<file path="src/rtl/jam_cost_server.sv">
// Cost-table responder for the job-assignment engine: loads an N x N cost table, serves lookups, captures the result.
// Optional JAM_LOOKUP_CNT_EN adds a saturating count of RUN cycles on port lookup_cnt.
//
// state | meaning
// LOAD  | accepting table words, engine held in reset
// HOLD  | table complete, engine held in reset for HOLD_CYC more cycles
// RUN   | engine running, Cost answers lookups combinationally
// DONE  | result captured, engine back in reset until RST
module jam_cost_server #(
   parameter int N        = 8,
   parameter int COST_W   = 7,
   parameter int HOLD_CYC = 2,
`ifdef JAM_LOOKUP_CNT_EN
   parameter int CNT_W    = 20,
`endif
   localparam int IDX_W   = $clog2(N)
) (
   input  logic              CLK,
   input  logic              RST,
   input  logic              ld_valid,
   output logic              ld_ready,
   input  logic [COST_W-1:0] ld_data,
   output logic              jam_rst,
   input  logic [IDX_W-1:0]  W,
   input  logic [IDX_W-1:0]  J,
   output logic [COST_W-1:0] Cost,
   input  logic              Valid,
   input  logic [9:0]        MinCost,
   input  logic [3:0]        MatchCount,
   output logic [9:0]        res_min,
   output logic [3:0]        res_cnt,
`ifdef JAM_LOOKUP_CNT_EN
   output logic              done,
   output logic [CNT_W-1:0]  lookup_cnt
`else
   output logic              done
`endif
);

   localparam int ADDR_W = 2 * IDX_W;
   localparam int HOLD_W = $clog2(HOLD_CYC + 1);
   localparam logic [ADDR_W-1:0] ADDR_LAST = ADDR_W'(N * N - 1);
   localparam logic [HOLD_W-1:0] HOLD_LOAD = HOLD_W'(HOLD_CYC - 1);

   typedef enum logic [1:0] {
      S_LOAD,
      S_HOLD,
      S_RUN,
      S_DONE
   } state_t;

   state_t              state;
   state_t              state_nxt;
   logic [ADDR_W-1:0]   addr;
   logic [HOLD_W-1:0]   hold_cnt;
   logic [COST_W-1:0]   table_mem [N*N];
   logic                ld_fire;

   assign ld_fire = (state == S_LOAD) && ld_valid;

   always_comb begin
      state_nxt = state;
      ld_ready  = 1'b0;
      jam_rst   = 1'b1;
      Cost      = '0;
      case (state)
         S_LOAD: begin
            ld_ready = 1'b1;
            if (ld_valid && (addr == ADDR_LAST)) state_nxt = S_HOLD;
         end
         S_HOLD: begin
            if (hold_cnt == '0) state_nxt = S_RUN;
         end
         S_RUN: begin
            jam_rst = 1'b0;
            Cost    = table_mem[{W, J}];
            if (Valid) state_nxt = S_DONE;
         end
         default: ;
      endcase
   end

   always_ff @(posedge CLK) begin
      if (RST) begin
         state    <= S_LOAD;
         addr     <= '0;
         hold_cnt <= '0;
         done     <= 1'b0;
         res_min  <= '0;
         res_cnt  <= '0;
      end else begin
         state <= state_nxt;
         if (ld_fire) addr <= addr + 1'b1;
         // hold timer counts down to terminal zero, loaded on the last table word
         if (ld_fire && (addr == ADDR_LAST)) hold_cnt <= HOLD_LOAD;
         else if ((state == S_HOLD) && (hold_cnt != '0)) hold_cnt <= hold_cnt - 1'b1;
         if ((state == S_RUN) && Valid) begin
            done    <= 1'b1;
            res_min <= MinCost;
            res_cnt <= MatchCount;
         end
      end
   end

   // table storage is deliberately not reset; every RST is followed by a full reload
   always_ff @(posedge CLK) begin
      if (!RST && ld_fire) table_mem[addr] <= ld_data;
   end

`ifdef JAM_LOOKUP_CNT_EN
   always_ff @(posedge CLK) begin
      if (RST) lookup_cnt <= '0;
      else if ((state == S_RUN) && (lookup_cnt != '1)) lookup_cnt <= lookup_cnt + 1'b1;
   end
`endif

endmodule

</file>
<file path="config.mk">
export PLATFORM = sky130hd
export DESIGN_NAME = jam_cost_server
export DESIGN_NICKNAME = d
export VERILOG_FILES = /design/src/rtl/jam_cost_server.sv
export SDC_FILE = /design/constraint.sdc
export NUM_CORES = 1
export LEC_CHECK = 0
export CORE_ASPECT_RATIO = 1.25
export CORE_MARGIN = 8
export CORE_UTILIZATION = 63
export DETAILED_ROUTE_END_ITERATION = 8
export DONT_BUFFER_PORTS = 1
export GPL_TIMING_DRIVEN = 1
export PLACE_DENSITY = 0.79
export SYNTH_ARGS = -nofsm -noshare
export SYNTH_HDL_FRONTEND = slang
export SYNTH_SLANG_ARGS = --single-unit
export TNS_END_PERCENT = 30
</file>
<file path="constraint.sdc">
create_clock -name CLK -period 2.5 [get_ports CLK]
set_input_delay 0.125 -clock CLK [delete_from_list [all_inputs] [get_ports CLK]]
set_output_delay 0.125 -clock CLK [all_outputs]
set_load 0.05 [all_outputs]
</file>
# After elaboration in Yosys (flattened, before gate mapping)
# Memory sizes are Yosys's and may differ from the RTL's.
# Cells that the tools add are included.
totals:
  n_memories: 1
  word_cells: 41
  ram_bits: 448
  reg_bits: 25
  input_bits: 31
op_classes:
  n_addsub: 2
  muxes: 11
  eq_ne: 6
  n_reduce_logical: 14
memory_table:
  columns: ["name", "words", "width", "rd", "rd_clocked_by_memory_dff", "wr", "line_no", "source"]
  rows:
  - ["table_mem", 64, 7, 1, 0, 1, "56", "logic [COST_W-1:0] table_mem [N*N];"]
op_table:
  columns: ["op", "count"]
  rows:
  - ["7-bit two-way mux", 1]
  - ["6-bit by 1-bit adder with 6-bit output, second input constant", 1]
  - ["6-bit equality test, second input constant", 1]
  - ["1-bit logical AND", 6]
  - ["1-bit two-way mux", 6]
  - ["2-bit two-way mux", 3]
  - ["2-bit case mux with 3 select lines", 1]
  - ["2-bit zero test", 2]
  - ["2-bit inequality test, second input constant", 2]
  - ["4-bit AND reduction", 1]
  - ["2-bit nonzero test", 2]
  - ["3-bit nonzero test", 1]
  - ["2-bit by 1-bit equality test with 1-bit output, second input constant", 1]
  - ["2-bit equality test, second input constant", 1]
  - ["2-bit by 1-bit inequality test with 1-bit output, second input constant", 1]
  - ["2-bit OR reduction", 1]
  - ["2-bit by 1-bit subtractor with 2-bit output, second input constant", 1]
  - ["1-bit zero test", 1]

# Depth between registers and ports, before layout
depth:
  depth_word: 5
  depth_mapped: 9

# Worst setup path after synthesis
# Ideal clock, no wire load.
synth_path:
  path_type: "register -> register"
  from: "register state[0]"
  to: "memory table_mem[59][0] (enable)"
  setup_time_ns: 0.360
  t_required_ns: 2.140
  arrival_ns: 2.212
  path_slack_ns: -0.072
  path_stages_with_launch: 8
  path_buffers: 1
  period_less_slack_ns: 2.572
  path_cell_list: "dfxtp_1 inv_1 ha_1 clkbuf_1 nand2_1 nor3_1 nand3_1 nor2_1"
synth_between:
  elab_chain_cells: 5
synth_lines:
  columns: ["element", "line_no", "source"]
  rows:
  - ["start, declared", "52", "state_t state;"]
  - ["start signal, assigned", "92", "state <= state_nxt;"]
  - ["2-bit zero test", "59", "assign ld_fire = (state == S_LOAD) && ld_valid;"]
  - ["1-bit logical AND", "59", null]
  - ["1-bit logical AND", "107", "if (!RST && ld_fire) table_mem[addr] <= ld_data;"]
  - ["1-bit two-way mux", "107", null]
  - ["1-bit two-way mux (not written as such)", "107", null]
  - ["end, declared", "56", null]
# Every way passes these cells.

# Final worst setup path
layout_path:
  from: "memory table_mem[46][2]"
  to: "output port Cost[2]"
layout_between:
  elab_chain_cells: 2
layout_lines:
  columns: ["element", "line_no", "source"]
  rows:
  - ["memory read 64 x 7 bit", null, null]
  - ["7-bit two-way mux", "66", "case (state)"]
  - ["end, declared", "26", "output logic [COST_W-1:0] Cost,"]
# Every way passes these cells.

==> impl_summary.md <==
Timing
The share of the cycle needed by the critical path after routing is 1.047. On the final layout, the worst hold slack is 0.05795 ns. Setup repair after global routing could not meet its margin everywhere. The count of final hold-check violations is 0. The final worst slack is -0.1170 ns. The largest clock skew in the final design is 0.01378 ns.

The minimum clock period is 2.617 ns. For the pin with the worst max-slew slack, the measured transition is 0.9559 ns. Measured against its own limit, the worst slew margin works out to 0.3606. Setup violations remaining at the end of the flow were counted as 6. The number of max-slew violations in the final report came to 0.

The top achievable clock speed is 382.1 MHz.

Yosys
The gate count after technology mapping is 950. For this run, the number of Yosys warnings is 0. The fraction of synthesis flops using an asynchronous set or reset pin is 0. The count of flip-flops with a built-in enable after synthesis is 448.

Summing every instance area after synthesis gives 18,610 um2. The number of distinct standard cells referenced by the synthesized netlist is 47. Counting every net in the synthesized netlist gives 987. Counting flops and latches in the post-synthesis netlist gives 473. The top cell type's share of synthesized area is 0.7231. The synthesized area per cell is 19.58 um2. The biggest area contributor in the post-synthesis netlist is sky130_fd_sc_hd__edfxtp_1. The dominant register cell in the synthesized netlist is sky130_fd_sc_hd__edfxtp_1. The portion of the post-synthesis area used by sequential elements is 0.7500. By area the synthesized netlist is led by sky130_fd_sc_hd__edfxtp_1 72%, sky130_fd_sc_hd__mux4_2 11%, sky130_fd_sc_hd__mux4_1 3.0%.

Clocking
Clock-pin slew was measured on the worst setup and hold paths at 0.07 ns. The clock insertion delay at the later pin of the skew report is 0.53 ns. The number of sinks on the clock net is 473.

The maximum level of the CTS H-tree is 2. The tree is rooted in a sky130_fd_sc_hd__clkbuf_16. The CTS tree is done. After clock tree synthesis, the setup repair step added 0 buffers. Counting the buffers created by CTS gives 42. The longest clock path from root to sink contains 3 buffers.

Setup path
The longest individual stage delay on the worst path is 0.54 ns. In this run the worst setup path begins at table_mem[46][2]. Walking the worst path, the cells encountered are mux4_1 -> a22oi_1 -> a211oi_1 -> or3_4 -> buf_12. Data on the critical path is required at its endpoint by 2.38 ns. The worst register-to-register path begins at state[1]. The number of cells traversed by the worst register-to-register path is 7.

The critical path runs through a total of 5 cells. The internal reg-to-reg setup slack is 0.05 ns. The top cell family by delay on the critical path is multiplexers. The worst setup path is captured at a primary output.

The end of the critical path is Cost[2]. The end of the worst register-to-register path is table_mem[2][3]. The category of the most critical setup path is flop to primary output. The number of buffers and inverters on the critical path is 1. The slowest stage of the critical path belongs to the cell sky130_fd_sc_hd__mux4_1. STA classifies the critical path startpoint as a flop.

For the worst setup path, the data arrival time is 2.49 ns. Of all nets on the critical path, the largest fanout is 1.

Detailed routing
For this block, the routed nets add up to 41,660 um of wire. The detail-routed net length per standard cell is 28.13 um. The first detailed-routing pass took 7 iterations. The count of nets left with antenna violations once routing finished came out at 0. The via count of the routed design is 9,774. After detailed routing, the number of remaining DRC violations is 0. The violation count after the first detailed-routing iteration is 1,120. The number of vias per cell is 6.600.

Placed design
The cell area after placement is 19,510 um2. The number of buffer cells added on primary ports is 0. At the placement stage, the worst setup path has a slack of 0.1707 ns.

The HPWL after detailed placement is 23,580 um. The congestion estimate from routability-driven global placement came to 0.8389.

Floorplanning
Measured along the y axis, the die boundary spans 208.1 um. The die extent in x is 169.7 um. The initial cell density of the core is 0.6379.

The die footprint is 35,320 um2. The core region is 29,170 um2. In this run the core area contains 70 standard-cell rows. In this run the count of I/O pins placed on the die edge is 55.

GRT
The number of antenna violations at the first check in global routing came to 0. Global routing finished with a remaining overflow of 0. The pin count of the biggest net entering global routing is 115. The global-route wire length before repair is 62,080 um. Across every metal layer, demand over resource in global routing totals 0.2372. The via count of the first global-routing pass came to 10.02k.

Finish
Compared with the post-synthesis result, the final layout area differs by 15.15%. At the end of the flow, the number of nets in the layout was 1,091. Fill cells in the final layout number 1,585. In the final layout, the share of cells above drive strength 1 is 0.2581. The number of antenna diodes in the final layout is 0. Measured on the finished design, the core utilization comes to 0.7346. Once layout is done, the placed cells without fillers occupy 21,420 um2.

Status
The final reports fail on negative setup slack. The run finished, with violations left.

Power and ir drop
For this design the static power due to leakage is 0.006863 uW. Dividing total power by cell area gives a power density of 753.7 nW/um2. The worst-case vdd ir drop is 0.5563 mV.

Job
The number of violations of the max-capacitance limit is 0.

Min path
The path class of the lowest-slack min-delay path is primary input to flop.
[routing by layer]
| metal | vias up | GRT usage | wire length, um |
|---|---|---|---|
| met5 | - | 0 | 0 |
| met3 | 109 | 0.04300 | 3325 |
| met4 | 0 | 0.09905 | 1679 |
| li1 | 4079 | - | - |
| met1 | 5010 | 0.3092 | 15670 |
| met2 | 576 | 0.3900 | 20990 |
[worst min path at each step]
stage | start | endpoint | slack [ns] | cells past startpoint
floorplan | ld_data[0] | table_mem[0][0] | 0.22 | 0
global placement | RST | res_min[1] | 0.20 | 1
detailed placement | RST | res_min[5] | 0.20 | 1
CTS | RST | table_mem[50][3] | 0.04 | 3
global route | RST | table_mem[50][3] | 0.07 | 3
finish | RST | table_mem[50][3] | 0.06 | 3
[synthesized netlist by cell type (all sizes together) (3+ instances only)]
| cell type | instances |
|---|---|
| o22ai | 5 |
| edfxtp | 448 |
| xor2 | 3 |
| nand2 | 51 |
| a211oi | 9 |
| ha | 6 |
| dfxtp | 25 |
| nand3 | 16 |
| o221ai | 8 |
| clkbuf | 20 |
| nand3b | 3 |
| nor2 | 82 |
| buf | 33 |
| a22oi | 17 |
| a21oi | 26 |
| or3 | 5 |
| nand2b | 3 |
| nor2b | 12 |
| a22o | 5 |
| mux4 | 110 |
| o21ai | 4 |
| mux2i | 24 |
| nor3 | 8 |
| inv | 5 |
[tightest hold or removal path, stage by stage]
cell and delay (ns):
sky130_fd_sc_hd__nor4bb_1 0.04, sky130_fd_sc_hd__nand2_1 0.14, sky130_fd_sc_hd__nor2_1 0.10
[cell families (layout without fill, tap and decap cells)]
group / count (synthesis) / in the layout / synth area share
mux: 134 / 134 / 0.1503
compound gates: 85 / 85 / 0.03107
buf+inv: 58 / 193 / 0.01755
fa+ha+maj: 6 / 6 / 0.004035
simple gates: 189 / 189 / 0.04472
xor+xnor: 5 / 5 / 0.002354
flops: 473 / 473 / 0.7500
[sequential cells by signal, indices dropped and copies added (netlist names)]
signal,count
table_mem,448
res_min,10
addr,6
state,2
done,1
hold_cnt,2
res_cnt,4
[cells in the final DEF (no fill, tap or decap), types with 20 or more instances in the layout]
cell                            instances
sky130_fd_sc_hd__edfxtp_1             448
sky130_fd_sc_hd__mux4_2                97
sky130_fd_sc_hd__nor2_1                82
sky130_fd_sc_hd__buf_4                 75
sky130_fd_sc_hd__nand2_1               48
sky130_fd_sc_hd__clkbuf_16             43
sky130_fd_sc_hd__dfxtp_1               25
sky130_fd_sc_hd__a21oi_1               23
sky130_fd_sc_hd__dlygate4sd3_1         23
sky130_fd_sc_hd__mux2i_1               20
[per-stage QoR]
step	total power, uW	TNS, ns	cells
global route	16520	-0.6575	1481
detailed placement	9593	0	1376
finish	16150	-0.2525	1481
CTS	16150	-0.2324	1481
global placement	9570	0	1376
floorplan	9526	0	950
[layout make-up]
cell class	count	area (um2)	share of cell area
Inverter	5	18.77	0.0008760
Sequential cell	473	13950	0.6513
Timing Repair Buffer	113	1137	0.05309
Tap cell	396	495.5	0.02313
Clock inverter	22	230.2	0.01075
Multi-Input combinational cell	419	4446	0.2075
Clock buffer	53	1144	0.05338
[where the power goes]
group / internal [uW] / total, uW / switching [uW]
sequential: 8710 / 8780 / 69.1
combinational: 383 / 890 / 507
clock: 3750 / 6470 / 2720
[timing repair]
item	4_1_cts	5_1_grt
cloned	0	0
gates resized for setup	26	16
pin swaps	9	7
endpoints found under the hold margin	480	0
hold buffers	30	0
endpoints found under the setup margin	7	35
Note: power is estimated with default switching activity, not from simulation.
